<file path="src/rtl/seq_signed_divider_pkg.sv">
// rtl/seq_signed_divider_pkg.sv - shared widths and FSM state type for the iterative signed divider
package seq_signed_divider_pkg;

    localparam int BYTE_BITS    = 8;
    localparam int DEF_NUM_BITS = 2 * BYTE_BITS - 1;
    localparam int DEF_DEN_BITS = BYTE_BITS;

    typedef enum logic [1:0] {
        DIV_IDLE,
        DIV_CALC,
        DIV_DONE
    } div_state_t;

endpackage

</file>
<file path="src/rtl/div_restore_step.sv">
// rtl/div_restore_step.sv - one combinational restoring-division step on unsigned magnitudes
module div_restore_step #(
    parameter int DEN_BITS = 8
) (
    input  logic [DEN_BITS:0]   i_part,
    input  logic                i_bit,
    input  logic [DEN_BITS-1:0] i_dsr,
    output logic [DEN_BITS:0]   o_part,
    output logic                o_qbit
);

    logic [DEN_BITS:0] w_shifted;
    logic [DEN_BITS:0] w_diff;
    logic              w_ge;

    // A set top bit of the incoming remainder means the shifted value already exceeds any divisor.
    assign w_shifted = {i_part[DEN_BITS-1:0], i_bit};
    assign w_ge      = i_part[DEN_BITS] | (w_shifted >= {1'b0, i_dsr});
    assign w_diff    = w_shifted - {1'b0, i_dsr};
    assign o_qbit    = w_ge;
    assign o_part    = w_ge ? w_diff : w_shifted;

endmodule

</file>
<file path="src/rtl/seq_signed_divider.sv">
// rtl/seq_signed_divider.sv - iterative signed divider, one quotient bit per cycle, valid/ready in and out
module seq_signed_divider
    import seq_signed_divider_pkg::*;
#(
    parameter int NUM_BITS = DEF_NUM_BITS,
    parameter int DEN_BITS = DEF_DEN_BITS
) (
    input  logic                clk,
    input  logic                reset,
    input  logic                in_valid,
    output logic                in_ready,
    input  logic [NUM_BITS-1:0] dividend,
    input  logic [DEN_BITS-1:0] divisor,
    output logic                out_valid,
    input  logic                out_ready,
    output logic [NUM_BITS-1:0] quotient,
    output logic [DEN_BITS-1:0] remainder,
    output logic                err
);

    localparam int CNT_W = $clog2(NUM_BITS);
    localparam logic [NUM_BITS-1:0] MAX_POS = {1'b0, {(NUM_BITS-1){1'b1}}};
    localparam logic [NUM_BITS-1:0] MIN_NEG = {1'b1, {(NUM_BITS-1){1'b0}}};

    div_state_t          r_state;
    div_state_t          w_state_nxt;

    logic [NUM_BITS-1:0] r_dvd_mag;
    logic [DEN_BITS-1:0] r_dsr_mag;
    logic                r_sign;
    logic                r_rsign;
    logic [DEN_BITS:0]   r_part;
    logic [NUM_BITS-2:0] r_qmag;
    logic [CNT_W-1:0]    r_cnt;
    logic [NUM_BITS-1:0] r_quot;
    logic [DEN_BITS-1:0] r_rem;
    logic                r_err;

    logic                w_dvd_neg;
    logic                w_dsr_neg;
    logic                w_dsr_zero;
    logic [NUM_BITS-1:0] w_dvd_mag;
    logic [DEN_BITS-1:0] w_dsr_mag;
    logic [DEN_BITS:0]   w_part_nxt;
    logic                w_qbit;
    logic [NUM_BITS-1:0] w_qmag_fin;
    logic [DEN_BITS-1:0] w_rem_mag;
    logic                w_ovf;
    logic [NUM_BITS-1:0] w_quot_fix;
    logic [DEN_BITS-1:0] w_rem_fix;

    assign w_dvd_neg  = dividend[NUM_BITS-1];
    assign w_dsr_neg  = divisor[DEN_BITS-1];
    assign w_dsr_zero = (divisor == '0);
    assign w_dvd_mag  = w_dvd_neg ? (~dividend + NUM_BITS'(1)) : dividend;
    assign w_dsr_mag  = w_dsr_neg ? (~divisor + DEN_BITS'(1)) : divisor;

    div_restore_step #(
        .DEN_BITS (DEN_BITS)
    ) u_step (
        .i_part (r_part),
        .i_bit  (r_dvd_mag[NUM_BITS-1]),
        .i_dsr  (r_dsr_mag),
        .o_part (w_part_nxt),
        .o_qbit (w_qbit)
    );

    // The last quotient bit is never registered in r_qmag; it joins here on the final step.
    assign w_qmag_fin = {r_qmag, w_qbit};
    assign w_rem_mag  = w_part_nxt[DEN_BITS-1:0];
    assign w_ovf      = !r_sign && (w_qmag_fin == MIN_NEG);
    assign w_quot_fix = w_ovf ? MAX_POS : (r_sign ? (~w_qmag_fin + NUM_BITS'(1)) : w_qmag_fin);
    assign w_rem_fix  = r_rsign ? (~w_rem_mag + DEN_BITS'(1)) : w_rem_mag;

    always_ff @(posedge clk) begin
        if (!reset) begin
            r_state <= DIV_IDLE;
        end else begin
            r_state <= w_state_nxt;
        end
    end

    always_comb begin
        w_state_nxt = r_state;
        in_ready    = 1'b0;
        out_valid   = 1'b0;
        case (r_state)
            DIV_IDLE: begin
                in_ready = 1'b1;
                if (in_valid) begin
                    w_state_nxt = w_dsr_zero ? DIV_DONE : DIV_CALC;
                end
            end
            DIV_CALC: begin
                if (r_cnt == '0) begin
                    w_state_nxt = DIV_DONE;
                end
            end
            DIV_DONE: begin
                out_valid = 1'b1;
                if (out_ready) begin
                    w_state_nxt = DIV_IDLE;
                end
            end
            default: w_state_nxt = DIV_IDLE;
        endcase
    end

    always_ff @(posedge clk) begin
        if (!reset) begin
            r_dvd_mag <= '0;
            r_dsr_mag <= '0;
            r_sign    <= 1'b0;
            r_rsign   <= 1'b0;
            r_part    <= '0;
            r_qmag    <= '0;
            r_cnt     <= '0;
            r_quot    <= '0;
            r_rem     <= '0;
            r_err     <= 1'b0;
        end else begin
            case (r_state)
                DIV_IDLE: begin
                    if (in_valid) begin
                        r_dvd_mag <= w_dvd_mag;
                        r_dsr_mag <= w_dsr_mag;
                        r_sign    <= w_dvd_neg ^ w_dsr_neg;
                        r_rsign   <= w_dvd_neg;
                        r_part    <= '0;
                        r_qmag    <= '0;
                        r_cnt     <= CNT_W'(NUM_BITS - 1);
                        if (w_dsr_zero) begin
                            r_quot <= w_dvd_neg ? MIN_NEG : MAX_POS;
                            r_rem  <= '0;
                            r_err  <= 1'b1;
                        end
                    end
                end
                DIV_CALC: begin
                    r_part    <= w_part_nxt;
                    r_qmag    <= {r_qmag[NUM_BITS-3:0], w_qbit};
                    r_dvd_mag <= {r_dvd_mag[NUM_BITS-2:0], 1'b0};
                    if (r_cnt == '0) begin
                        r_quot <= w_quot_fix;
                        r_rem  <= w_rem_fix;
                        r_err  <= w_ovf;
                    end else begin
                        r_cnt <= r_cnt - CNT_W'(1);
                    end
                end
                default: ;
            endcase
        end
    end

    assign quotient  = r_quot;
    assign remainder = r_rem;
    assign err       = r_err;

endmodule
</file>
<file path="config.mk">
export PLATFORM = sky130hd
export DESIGN_NAME = seq_signed_divider
export DESIGN_NICKNAME = d
export VERILOG_FILES = /design/src/rtl/seq_signed_divider_pkg.sv /design/src/rtl/div_restore_step.sv /design/src/rtl/seq_signed_divider.sv
export SDC_FILE = /design/constraint.sdc
export NUM_CORES = 1
export LEC_CHECK = 0
export ABC_AREA = 1
export CAP_MARGIN = 0
export CORE_AREA = 2 2 67 132
export CTS_CLUSTER_SIZE = 28
export DETAILED_ROUTE_END_ITERATION = 10
export DIE_AREA = 0 0 69 134
export PLACE_DENSITY = 0.79
export SLEW_MARGIN = 10
export SYNTH_ARGS = -nofsm -noshare
export SYNTH_HDL_FRONTEND = slang
export SYNTH_SLANG_ARGS = --single-unit
</file>
<file path="constraint.sdc">
create_clock -name clk -period 3.4 [get_ports clk]
set_clock_uncertainty 0.1 [all_clocks]
set_input_delay 0.34 -clock clk [delete_from_list [all_inputs] [get_ports clk]]
set_output_delay 0.34 -clock clk [all_outputs]
set_load 0.01 [all_outputs]
</file>
==> metrics.csv <==
metric,value,unit
status,finished clean,
slew_headroom,57.52,%
coreArea,0.008233,mm^2
p_seq_share,21.3,%
startpoint_type,register,
finalSetupTns,0,ns
crit_type,reg -> reg,
start_util,55.62,%
p_sw,2.977,mW
yosysTopAreaCellShare,34.10,%
die-height,134,um
cts_tree,yes,
die-area,0.009246,mm^2
met2_usage,50.85,%
syn_to_final_growth,19.43,%
grt-busiest-layer,met2,
hp-class,reg -> reg,
r2r-start,r_dsr_mag[5],
hold_violations,0,
syn-cell-area,0.004579,mm^2
ys.flop_type,dfxtp_1,
hold_slack,0.3650,ns
yosysSeqAreaShare,34.10,%
gp_congestion,0.8784,
fmax,327.3,MHz
worst-endpoint-arrival,3.23,ns
min_to,r_dvd_mag[0],
r2r_slack,0.34,ns
clkTransAtPathRegs,0.07,ns
ys_ff_latch,78,
slew_viol_final,0,
postCtsSetupBuffers,0,
p_comb_share,62.2,%
synthTopCellsByArea,"dfxtp_1, nand2_1, a21oi_1, nand3_1, inv_1",
vias,4592,
setup_violations,0,
clockPowerShare,16.5,%
maxCapViolCount,0,
leakage,2.282,nW
tightest_slew,0.6352,ns
crit_fanout,11,
fin_crit_sh,89.86,%
reg2reg_depth,16,
postCtsHoldBufs,0,
cts_resized,0,
n_antenna_cell,0,
drt_wl_total,11980,um
grt_start_max_net_pins,39,
final_layout_size_suffix_gt1_share,9.530,%
dieWidth,69,um
yosys.area.top_type,dfxtp_1,
cts_buffer_depth,2,
required,3.57,ns
use_met1,25.31,%
synth.avg_cell_area,6.794,um^2
ioPinCount,53,
viasPerCell,5.586,
cts_root_buffer,clkbuf_16,
std_cell_rows,47,
drc_errors,0,
fin_crit,3.055,ns
hpwlAfterDp,9081,um
cp-end-kind,register,
hold_depth,2,
grt_antenna_before_repair,0,
pwr_density_cell,1097,mW/mm^2
use_met3,3.907,%
io_buffers,52,
drtIter0Drc,223,
synth.net_count,715,
grt_pass1_vias,4436,
clk_latency,0.34,ns
grt_pass1_wl,19830,um
yosysWarnings,0,
cts.sinks,78,
internal_power,3.022,mW
utilization,66.43,%
r2r_end,quotient[5],
cts-buffers-inserted,9,
switching_share,49.63,%
drt-wirelength-per-cell,14.57,um
fin_nets,760,
fill_cells,734,
synth_cell_types,44,
ant_nets,0,
grt.overflow.total,0,
async_reset_ff_share,0,%
htreeDepth,3,
drt_pass1_iterations,5,
synth-edff-count,0,
track_usage,26.06,%
peakVddDrop,0.0004911,V
synthCells,674,
hp-start,r_dvd_mag[0],
rsz0062_at_grt,no,
## cells by family (layout without fill, tap and decap cells)
| kind of cell | Yosys count | count (layout) | synth area share [%] |
|---|---|---|---|
| compound gates | 132 | 132 | 16.56 |
| buf+inv | 103 | 153 | 9.153 |
| xor+xnor | 16 | 16 | 3.060 |
| flops | 78 | 78 | 34.10 |
| fa+ha+maj | 14 | 14 | 3.989 |
| simple gates | 331 | 331 | 33.14 |
## cell type report
type                            instances  area (um^2)  share of cell area [%]
Timing Repair Buffer                   61        588.1                   10.75
Sequential cell                        78         1562                   28.55
Inverter                               76        287.8                   5.262
Tap cell                               98        122.6                   2.242
Clock buffer                            9        225.2                   4.118
Clock inverter                          7        82.58                   1.510
Multi-Input combinational cell        493         2601                   47.56
## synth_stat cells (9+ instances only)
master	count
inv_1	69
xor2_1	13
nand2_4	9
nor3_1	11
o21ai_0	29
a31oi_1	13
nand2_2	12
nand2_1	186
dfxtp_1	78
ha_1	13
nor2_1	36
a21oi_1	66
nand3_1	56
clkbuf_1	18
## worst max path at each step
stage          slack, ns            to          from
2_1_floorplan       0.62  quotient[13]  r_dsr_mag[6]
3_3_place_gp        0.41   quotient[5]  r_dsr_mag[5]
3_5_place_dp        0.34   quotient[5]  r_dsr_mag[5]
4_1_cts             0.32   quotient[5]  r_dsr_mag[5]
5_1_grt             0.02   quotient[9]  r_dsr_mag[5]
6_report            0.34   quotient[5]  r_dsr_mag[5]
## placed cells by master (no fill, tap or decap), types with 6 or more instances in the layout
cell type and instances:
xor2_1 13, clkdlybuf4s50_1 52, inv_2 6, nor3_1 11, nand3_1 56, nand2_1 186, ha_1 13, o21ai_0 29
buf_4 9, nor2_1 35, dfxtp_1 78, a21oi_1 66, nand2_2 12, nand2_4 9, inv_1 69, a31oi_1 13
clkbuf_16 9
## critical path, stage by stage, from the launching register on
cell and delay (ns):
dfxtp_1 0.33, inv_1 0.05, ha_1 0.36, nand2_1 0.16
nor3_4 0.06, a21oi_4 0.27, nand2_4 0.09, inv_4 0.07
ha_1 0.19, nand3_1 0.10, nor3_1 0.32, nand3_1 0.12
nand2_1 0.17, inv_1 0.20, nand2_1 0.14, o21ai_0 0.08
a21oi_1 0.15
## power by group through the flow
| stage | logic, mW | registers, mW | clock network, mW |
|---|---|---|---|
| 6_report | 3.73 | 1.28 | 0.991 |
| 5_1_grt | 4.12 | 1.30 | 1.03 |
| 4_1_cts | 3.73 | 1.27 | 1.00 |
| 3_5_place_dp | 3.70 | 1.29 | 0 |
| 3_3_place_gp | 3.61 | 1.28 | 0 |
| 2_1_floorplan | 2.92 | 1.28 | 0 |
## routing by layer
metal	up-vias	routed length (um)	part of all wire, %
li1	2305	-	-
met1	2139	4392	37
met2	109	6767	56
met3	39	298	2.5
met4	0	519	4.3
met5	-	0	0
## per-stage QoR
step                      worst slack [ns]  power [mW]  instance area [um^2]  std cells
after floorplan                     0.6180       4.192                  4579        674
after global placement              0.4113       4.892                  5161        806
after detailed placement            0.3436       4.987                  5161        806
after CTS                           0.3157       6.002                  5469        822
after global routing               0.01992       6.445                  5469        822
final                               0.3448       5.999                  5469        822
## flip-flops by register name, indices dropped and copies added, names as in the netlist
signal     flops
r_dsr_mag      8
r_part         9
remainder      8
r_state        2
quotient      15
r_qmag        14
r_cnt          4
err            1
r_dvd_mag     15
r_rsign        1
r_sign         1
Power figures use the tool's default switching activity.
